<file path="src/rtl/cpu_ctrl_pkg.sv">
// Shared types and stage-index helpers for the in-order pipeline hazard/stall controller.
package cpu_ctrl_pkg;

  // Widest register address the shadow pipeline can carry; narrower RA_W is zero-extended.
  localparam int RD_MAX_W = 8;

  typedef enum logic [1:0] {
    ST_RUN    = 2'd0,
    ST_DRAIN  = 2'd1,
    ST_HALTED = 2'd2
  } ctrl_state_t;

  typedef struct packed {
    logic                valid;
    logic [RD_MAX_W-1:0] rd;
    logic                reg_write;
    logic                is_load;
  } shadow_t;

  function automatic int ex_idx();
    return 2;
  endfunction

  function automatic int mem_idx(input int n);
    return n - 2;
  endfunction

  function automatic int wb_idx(input int n);
    return n - 1;
  endfunction

endpackage

</file>
<file path="src/rtl/pipeline_ctrl_stage.sv">
// One shadow stage register: holds, loads a bubble, or copies the previous stage.
module pipeline_ctrl_stage
  import cpu_ctrl_pkg::*;
(
  input  logic    clk,
  input  logic    reset,
  input  logic    hold_i,
  input  logic    kill_i,
  input  shadow_t prev_i,
  output shadow_t cur_o
);

  shadow_t cur_q, cur_d;

  // NOTE: next-state logic assigns a default first so no path leaves cur_d unassigned (no latch).
  always_comb begin
    cur_d = cur_q;
    if (!hold_i) begin
      cur_d = kill_i ? '0 : prev_i;
    end
  end

  // NOTE: state registers use non-blocking assignment and clear asynchronously on reset.
  always_ff @(posedge clk or posedge reset) begin
    if (reset) cur_q <= '0;
    else       cur_q <= cur_d;
  end

  assign cur_o = cur_q;

endmodule

</file>
<file path="src/rtl/pipeline_ctrl.sv">
// Hazard/stall controller: per-stage hold and flush, shadow valid/rd tracking,
// memory wait handling, halt/drain FSM and performance counters.
module pipeline_ctrl
  import cpu_ctrl_pkg::*;
#(
  parameter int NSTAGES = 5,
  parameter int RA_W    = 5,
  parameter int CNT_W   = 32
) (
  input  logic               clk,
  input  logic               reset,
  input  logic [RA_W-1:0]    id_rs1,
  input  logic [RA_W-1:0]    id_rs2,
  input  logic               id_rs1_used,
  input  logic               id_rs2_used,
  input  logic [RA_W-1:0]    id_rd,
  input  logic               id_reg_write,
  input  logic               id_is_load,
  input  logic               ex_redirect,
  input  logic               imem_busy,
  input  logic               dmem_busy,
  input  logic               halt_req,
  output logic [NSTAGES-1:0] stall,
  output logic [NSTAGES-1:0] flush,
  output logic [NSTAGES-1:0] valid,
  output logic               retire,
  output logic               halted,
  output logic [CNT_W-1:0]   cycle_cnt,
  output logic [CNT_W-1:0]   retire_cnt,
  output logic [CNT_W-1:0]   stall_cnt
);

  localparam int EX  = ex_idx();
  localparam int MEM = mem_idx(NSTAGES);
  localparam int WB  = wb_idx(NSTAGES);

  ctrl_state_t state_q, state_d;
  logic [CNT_W-1:0] cycle_q, cycle_d, retire_q, retire_d, stallc_q, stallc_d;

  shadow_t [NSTAGES-1:1] sh_q;
  shadow_t [NSTAGES-1:1] sh_in;
  logic    [NSTAGES-1:0] valid_w, stall_w, flush_w;
  logic    [NSTAGES-1:1] kill_w;
  logic [RD_MAX_W-1:0]   rs1_ext, rs2_ext;
  logic d_wait, redirect, load_use;
  logic unused_shadow_bits;

  assign rs1_ext = RD_MAX_W'(id_rs1);
  assign rs2_ext = RD_MAX_W'(id_rs2);

  always_comb begin
    valid_w    = '0;
    valid_w[0] = ~imem_busy & (state_q == ST_RUN);
    for (int k = 1; k < NSTAGES; k++) valid_w[k] = sh_q[k].valid;
  end

  // A live ID instruction reading a non-x0 register written by a live load in EX..MEM-1.
  always_comb begin
    load_use = 1'b0;
    for (int k = EX; k < MEM; k++) begin
      if (sh_q[k].valid && sh_q[k].reg_write && sh_q[k].is_load) begin
        if (id_rs1_used && rs1_ext != '0 && rs1_ext == sh_q[k].rd) load_use = 1'b1;
        if (id_rs2_used && rs2_ext != '0 && rs2_ext == sh_q[k].rd) load_use = 1'b1;
      end
    end
    load_use = load_use & sh_q[1].valid;
  end

  assign d_wait   = valid_w[MEM] & dmem_busy;
  assign redirect = ex_redirect & valid_w[EX];

  always_comb begin
    stall_w = '0;
    flush_w = '0;
    kill_w  = '0;
    if (d_wait) begin
      stall_w[MEM:0] = '1;
      kill_w[WB]     = 1'b1;
    end else if (redirect) begin
      // The squashed IF and ID instructions land in ID and EX as bubbles.
      flush_w[1:0] = 2'b11;
      kill_w[EX]   = 1'b1;
    end else if (load_use) begin
      stall_w[1:0] = 2'b11;
      kill_w[EX]   = 1'b1;
    end else if (imem_busy || state_q != ST_RUN) begin
      stall_w[0] = 1'b1;
      kill_w[1]  = 1'b1;
    end
  end

  // ID decode fields enter the shadow as the instruction moves into EX.
  always_comb begin
    sh_in                 = '0;
    sh_in[1].valid        = valid_w[0];
    sh_in[EX].valid       = sh_q[1].valid;
    sh_in[EX].rd          = RD_MAX_W'(id_rd);
    sh_in[EX].reg_write   = id_reg_write;
    sh_in[EX].is_load     = id_is_load;
    for (int k = EX + 1; k < NSTAGES; k++) sh_in[k] = sh_q[k-1];
  end

  for (genvar k = 1; k < NSTAGES; k++) begin : g_stage
    pipeline_ctrl_stage u_stage (
      .clk    (clk),
      .reset  (reset),
      .hold_i (stall_w[k]),
      .kill_i (flush_w[k] | kill_w[k]),
      .prev_i (sh_in[k]),
      .cur_o  (sh_q[k])
    );
  end

  // Leave DRAIN once ID..MEM are empty; the last WB instruction retires on that same edge.
  always_comb begin
    state_d = state_q;
    case (state_q)
      ST_RUN:    if (halt_req)          state_d = ST_DRAIN;
      ST_DRAIN:  if (~|valid_w[MEM:1])  state_d = ST_HALTED;
      ST_HALTED: if (!halt_req)         state_d = ST_RUN;
      default:                          state_d = ST_RUN;
    endcase
  end

  always_comb begin
    cycle_d  = cycle_q;
    retire_d = retire_q;
    stallc_d = stallc_q;
    if (state_q != ST_HALTED)             cycle_d  = cycle_q + CNT_W'(1);
    if (valid_w[WB])                      retire_d = retire_q + CNT_W'(1);
    if (state_q == ST_RUN && stall_w[0])  stallc_d = stallc_q + CNT_W'(1);
  end

  always_ff @(posedge clk or posedge reset) begin
    if (reset) begin
      state_q  <= ST_RUN;
      cycle_q  <= '0;
      retire_q <= '0;
      stallc_q <= '0;
    end else begin
      state_q  <= state_d;
      cycle_q  <= cycle_d;
      retire_q <= retire_d;
      stallc_q <= stallc_d;
    end
  end

  assign unused_shadow_bits = ^{sh_q[1].rd, sh_q[1].reg_write, sh_q[1].is_load,
                                sh_q[WB].rd, sh_q[WB].reg_write, sh_q[WB].is_load};

  assign stall      = stall_w;
  assign flush      = flush_w;
  assign valid      = valid_w;
  assign retire     = valid_w[WB];
  assign halted     = (state_q == ST_HALTED);
  assign cycle_cnt  = cycle_q;
  assign retire_cnt = retire_q;
  assign stall_cnt  = stallc_q;

endmodule

</file>
<file path="config.mk">
export PLATFORM = sky130hd
export DESIGN_NAME = pipeline_ctrl
export DESIGN_NICKNAME = d
export VERILOG_FILES = /design/src/rtl/cpu_ctrl_pkg.sv /design/src/rtl/pipeline_ctrl_stage.sv /design/src/rtl/pipeline_ctrl.sv
export SDC_FILE = /design/constraint.sdc
export NUM_CORES = 1
export LEC_CHECK = 0
export CORE_UTILIZATION = 40
export DETAILED_ROUTE_END_ITERATION = 10
export PLACE_DENSITY = 0.69
export SKIP_LAST_GASP = 1
export SLEW_MARGIN = 20
export SYNTH_ARGS = -nofsm -noshare
export SYNTH_HDL_FRONTEND = slang
export SYNTH_SLANG_ARGS = --single-unit
</file>
<file path="constraint.sdc">
create_clock -name clk -period 4.19 [get_ports clk]
set_input_delay 0.419 -clock clk [delete_from_list [all_inputs] [get_ports clk]]
set_output_delay 0.419 -clock clk [all_outputs]
set_load 0.01 [all_outputs]
</file>
==> impl_metrics.yaml, run 1 <==
placement:
  port_buffers: 133
  gp_congestion: 0.779
  dp_hpwl_um: 7720
  pre_cts_ws_ps: 1350
cts:
  cts_tree: "done"
  cts_root_buf: "clkbuf_16"
  cts_htree_levels: 3
  cts_sinks: 109
  cts_setup_buffers: 0
  clockBufferDepth: 2
  cts_resized: 0
  clkTransAtPathRegs_ps: 70
  ctsHoldBuffers: 0
  cts_made_buffers: 9
  insertion_delay_ps: 350
timing:
  skew_ps: 7.68
  finalSetupTns_ps: 0
  slew_headroom_pct: 36.7
  report.final.slew_viol_count: 0
  final.period_utilization_pct: 68.0
  worstMarginPinSlew_ps: 942
  rsz0062_at_grt: "no"
  hold_violations: 0
  final-setup-viol-count: 0
  layout_setup_ws_ps: 1340
  fin_crit_ps: 2850
  max_freq_ghz: 0.351
power_and_ir_drop:
  clockPowerShare_pct: 29.0
  swShare_pct: 29.5
  power.density_nw_per_um2: 442
  leakagePower_nw: 2.88
  seqPwrFrac_pct: 46.1
  pwr-share-comb_pct: 24.9
  peakVddDrop_v: 0.000522
  netSwitchingPower_w: 0.000875
  internal_power_w: 0.00209
floorplan:
  initial_utilization_pct: 41.2
  coreArea_um2: 12000
  std_cell_rows: 40
  floorplan.die_area_um2: 12800
  num_io_pins: 138
  die_w_um: 113
  die_y_um: 113
grt:
  met3_usage_pct: 6.32
  overflow: 0
  busiest_layer: "met2"
  gr-usage-met1_pct: 21.5
  use_met2_pct: 30.1
  grt_max_degree: 79
  track_usage_pct: 17.9
  grt_first_pass_wirelength_um: 18000
  antenna_found_initial: 0
  grt_pass1_vias: 3667
finish:
  fillCellCount: 1077
  multi_input_area_um2: 2090
  ff_latch_area_um2: 2730
  mostFrequentLayoutCell: "clkdlybuf4s50_1"
  layout.nets: 602
  drive_gt1_share_pct: 5.02
  area_growth_pct: 35.5
  num_antenna_cells: 0
  most-common-layout-cells: "clkdlybuf4s50_1, dfrtp_1, xnor2_1, nand2_1, nand3_1"
  utilization_pct: 55.8
setup_path:
  cp_max_fo: 7
  crit_buf_inv: 2
  slowest_stage: "clkdlybuf4s50_1"
  cp_top_family: "buffers and inverters"
  critical-path-max-stage-delay_ps: 600
  worst-r2r-cell-count: 7
  critical_path_class: "input pin to output pin"
  crit_arrival_ps: 2430
  crit_top_cell: "clkdlybuf4s50_1"
  worst-path-stages: 6
  critPathLaunchType: "input pin"
  crit_chain: "clkdlybuf4s50_1 -> or2_2 -> o21ai_0 -> nand4b_1 -> nand3_1 -> clkdlybuf4s50_1"
  endpoint_kind: "output pin"
  cp.required_ps: 3770
synth:
  yosys.area_share.simple_pct: 20.5
  ys_ff_latch: 109
  muxShareOfSynthArea_pct: 0.456
  yosys-top-cells-area: "dfrtp_1, xnor2_1, xor2_1"
  ys_types: 38
  synthAdderAreaFrac_pct: 0.759
  yosys.area.top_type: "dfrtp_1"
  synth_area_um2: 4940
  synth_top_family_by_area: "simple AND/OR/NAND/NOR gates"
  synth-compound-area-share_pct: 2.51
  synth_edf_count: 0
  synthCells: 440
  syn_area_per_cell_um2: 11.2
  ys_seq_area_share_pct: 55.2
  synth_warnings: 0
  yosys.area.top_type_share_pct: 55.2
  async_flop_share_pct: 100
  yosys.area_share.xor_xnor_pct: 17.9
  synth_ff_type: "dfrtp_1"
routing:
  viasPerCell: 5.06
  drc: 0
  post_drt_wl_per_cell_um: 14.7
  route.vias.total: 3671
  wl_um: 10600
  first_iter_violations: 145
  detail_route.first_pass.iterations: 4
  ant_nets: 0
outcome:
  status: "finished clean"
hold_path:
  worstHoldPathType: "flop to flop"
  min_path_cells: 1
job:
  drv_cap: 0
==> metrics by stage <==
step	hold slack, ps	std cells	power (W)	instance area (µm²)
CTS	470	725	0.00300	6700
finish	464	725	0.00296	6700
floorplan	461	443	0.00176	4950
detailed placement	456	710	0.00213	6400
global placement	457	710	0.00211	6400
global route	497	725	0.00313	6700
==> cells in the mapped netlist (all sizes together), types with 5 or more instances <==
library cell  number
nand2             43
xnor2             76
nand4             27
inv                9
and4              12
xor2              25
and3              16
a22o               9
dfrtp            109
nand3             33
nor4               8
clkbuf             5
nor3               8
buf               11
nor2              21
==> kinds of logic after synthesis <==
family | after synthesis
adder cells (fa/ha/maj) | 3
flip-flops | 109
XOR/XNOR | 101
other | 1
buffers and inverters | 25
AND/OR/NAND/NOR | 182
multiplexers | 2
AO/OA/AOI/OAI | 17
==> power by group through the flow <==
| stage | registers (W) | clock network, W | logic (W) |
|---|---|---|---|
| global placement | 0.00138 | 0 | 0.000730 |
| CTS | 0.00137 | 0.000890 | 0.000748 |
| global route | 0.00139 | 0.000930 | 0.000810 |
| detailed placement | 0.00138 | 0 | 0.000745 |
| floorplan | 0.00139 | 0 | 0.000369 |
| finish | 0.00136 | 0.000859 | 0.000738 |
==> flip-flops by register name, indices dropped and copies added, names as in the netlist <==
signal / flops
cycle_cnt: 32
g_stage.u_stage.cur_o: 11
retire_cnt: 32
stall_cnt: 32
state_q: 2
==> area by class of cell <==
type	count	area share [%]
clock buffer	11	3.77
clock inverter	4	0.710
inverter	9	0.579
multi-input combinational	309	31.3
sequential	109	40.7
tap	147	2.75
timing repair buffer	136	20.2
==> final timing paths <==
| check | startpoint | endpoint | slack, ps |
|---|---|---|---|
| worst max-delay path | id_rs1[4] | stall[0] | 1340 |
| worst min-delay path | retire_cnt[31]$_DFFE_PP0P_ | retire_cnt[31]$_DFFE_PP0P_ | 460 |
| worst max register to register | state_q[1]$_DFFE_PP0P_ | cycle_cnt[28]$_DFFE_PP0N_ | 1850 |
| worst min register to register | retire_cnt[31]$_DFFE_PP0P_ | retire_cnt[31]$_DFFE_PP0P_ | 460 |
| max in group asynchronous | reset | g_stage[2].u_stage.cur_o[2]$_DFFE_PP0N_ | 2730 |
| min in group asynchronous | reset | retire_cnt[5]$_DFFE_PP0P_ | 560 |
==> routing by layer <==
metal	vias up	share of wire, %
met5	-	0
met3	16	5.8
met4	0	1.3
li1	1763	-
met2	90	50
met1	1802	43
(Power assumes the default switching activity.)
==> run 2, diff against run 1 <==
Settings changed: PLACE_DENSITY 0.69 to 0.71.
Clock period 4.19 ns to 2.4 ns, I/O delays scaled along.
==> impl_metrics.yaml, run 2 (synthesis results as in run 1) <==
finish:
  utilization_pct: 57.2
  area_growth_pct: 39.1
  mostFrequentLayoutCell: "clkdlybuf4s50_1"
  layout.nets: 616
  fin_area_um2: 6870
  drive_gt1_share_pct: 8.45
  most-common-layout-cells: "clkdlybuf4s50_1, dfrtp_1, xnor2_1, nand2_1, nand3_1"
  num_antenna_cells: 0
  fin_cells: 739
routing:
  route.vias.total: 3786
  wl_um: 10600
  detail_route.first_pass.iterations: 4
  first_iter_violations: 162
  drc: 0
  viasPerCell: 5.12
  post_drt_wl_per_cell_um: 14.4
  ant_nets: 0
setup_path:
  cp_max_fo: 5
  startpoint: "g_stage[2].u_stage.cur_o[6]$_DFFE_PP0N_"
  reg2reg_from: "state_q[1]$_DFFE_PP0P_"
  critPathLaunchType: "flop"
  endpoint_kind: "output pin"
  crit_arrival_ps: 2070
  critical_path_class: "flop to output pin"
  cp.required_ps: 2160
cts:
  insertion_delay_ps: 350
  clkTransAtPathRegs_ps: 70
  cts_root_buf: "clkbuf_16"
  clockBufferDepth: 2
  cts_tree: "done"
  cts_sinks: 109
  cts_made_buffers: 9
  cts_htree_levels: 3
  ctsHoldBuffers: 0
hold_path:
  worstHoldPathType: "input pin to async pin"
power_and_ir_drop:
  peakVddDrop_v: 0.000550
  total_power_w: 0.00531
  leakagePower_nw: 2.97
  power.density_nw_per_um2: 773
timing:
  skew_ps: 8.04
  report.final.slew_viol_count: 0
  finalSetupTns_ps: 0
  hold_violations: 0
  worstMarginPinSlew_ps: 816
  fin_crit_ps: 2310
  slew_headroom_pct: 45.5
  max_freq_ghz: 0.433
  rsz0062_at_grt: "yes"
  final.period_utilization_pct: 96.2
  final-setup-viol-count: 0
grt:
  antenna_found_initial: 0
  grt_max_degree: 42
  track_usage_pct: 17.6
  overflow: 0
  grt_pass1_vias: 3753
  grt_first_pass_wirelength_um: 17900
floorplan:
  die_w_um: 113
  die_y_um: 113
  initial_utilization_pct: 41.2
  floorplan.die_area_um2: 12800
  num_io_pins: 138
  coreArea_um2: 12000
  std_cell_rows: 40
placement:
  place_inst: 722
  gp_congestion: 0.790
  port_buffers: 133
  placed_area_um2: 6510
  dp_hpwl_um: 7760
outcome:
  status: "finished clean"
job:
  drv_cap: 0
-- run 2: cell types whose count changed in the layout (fill, tap and decap cells not counted), moves of 2 or more --
cell,before,now
o21ai_0,3,1
dfrtp_1,109,107
buf_4,3,15
buf_12,0,2
nor3_1,7,4
o21ai_1,0,2
dfrtp_2,0,2
nor3_2,1,4
-- run 2: per-stage QoR --
step / hold WS, ps / setup WS [ps]
floorplan: 306 / 237
global placement: 457 / -25.8
detailed placement: 459 / -62.0
CTS: 423 / 11.4
global route: 466 / -3.66
finish: 395 / 91.5
-- run 2: final timing paths --
| check | to | cells past startpoint | slack, ps |
|---|---|---|---|
| setup / recovery | stall[0] | 5 | 90 |
| hold / removal | retire_cnt[30]$_DFFE_PP0P_ | 2 | 400 |
| setup reg to reg | cycle_cnt[28]$_DFFE_PP0N_ | 7 | 230 |
| hold reg to reg | retire_cnt[31]$_DFFE_PP0P_ | 1 | 470 |
| max in group asynchronous | stall_cnt[11]$_DFFE_PP0P_ | 3 | 1350 |
| min in group clk | retire_cnt[31]$_DFFE_PP0P_ | 1 | 470 |
-- run 2: report_power, final --
part | switching (W) | total [W] | internal, W
Clock | 0.000646 | 0.00158 | 0.000936
Combinational | 0.000591 | 0.00135 | 0.000756
Sequential | 0.000304 | 0.00238 | 0.00208
-- run 2: critical path, cell delays in order, from the launching register on --
cell	delay, ps
dfrtp_1	410
or2_2	280
o21ai_1	160
nand4b_1	190
nand3_2	140
clkdlybuf4s50_1	540
-- run 2: layout make-up --
cell class              count  area [µm²]
fillers                  1069        5140
flip-flops and latches    109        2730
multi-input cells         309        2120
repair buffers            150        1480
clock buffers              11         243
well taps                 147         184
clock inverters             4        72.6
inverters                   9        37.5
-- run 2: layer usage --
layer	track usage, %	up-vias	wire (µm)
met5	0	-	0
met4	7.37	0	185
met3	3.70	14	467
met2	28.5	96	5100
met1	23.0	1877	4860
li1	-	1799	-
-- run 2: repair_timing --
item	in CTS	in global routing
cloned	0	0
gates resized for setup	6	5
endpoints found under the setup margin	2	9
setup buffers	1	1
pin swaps	3	2
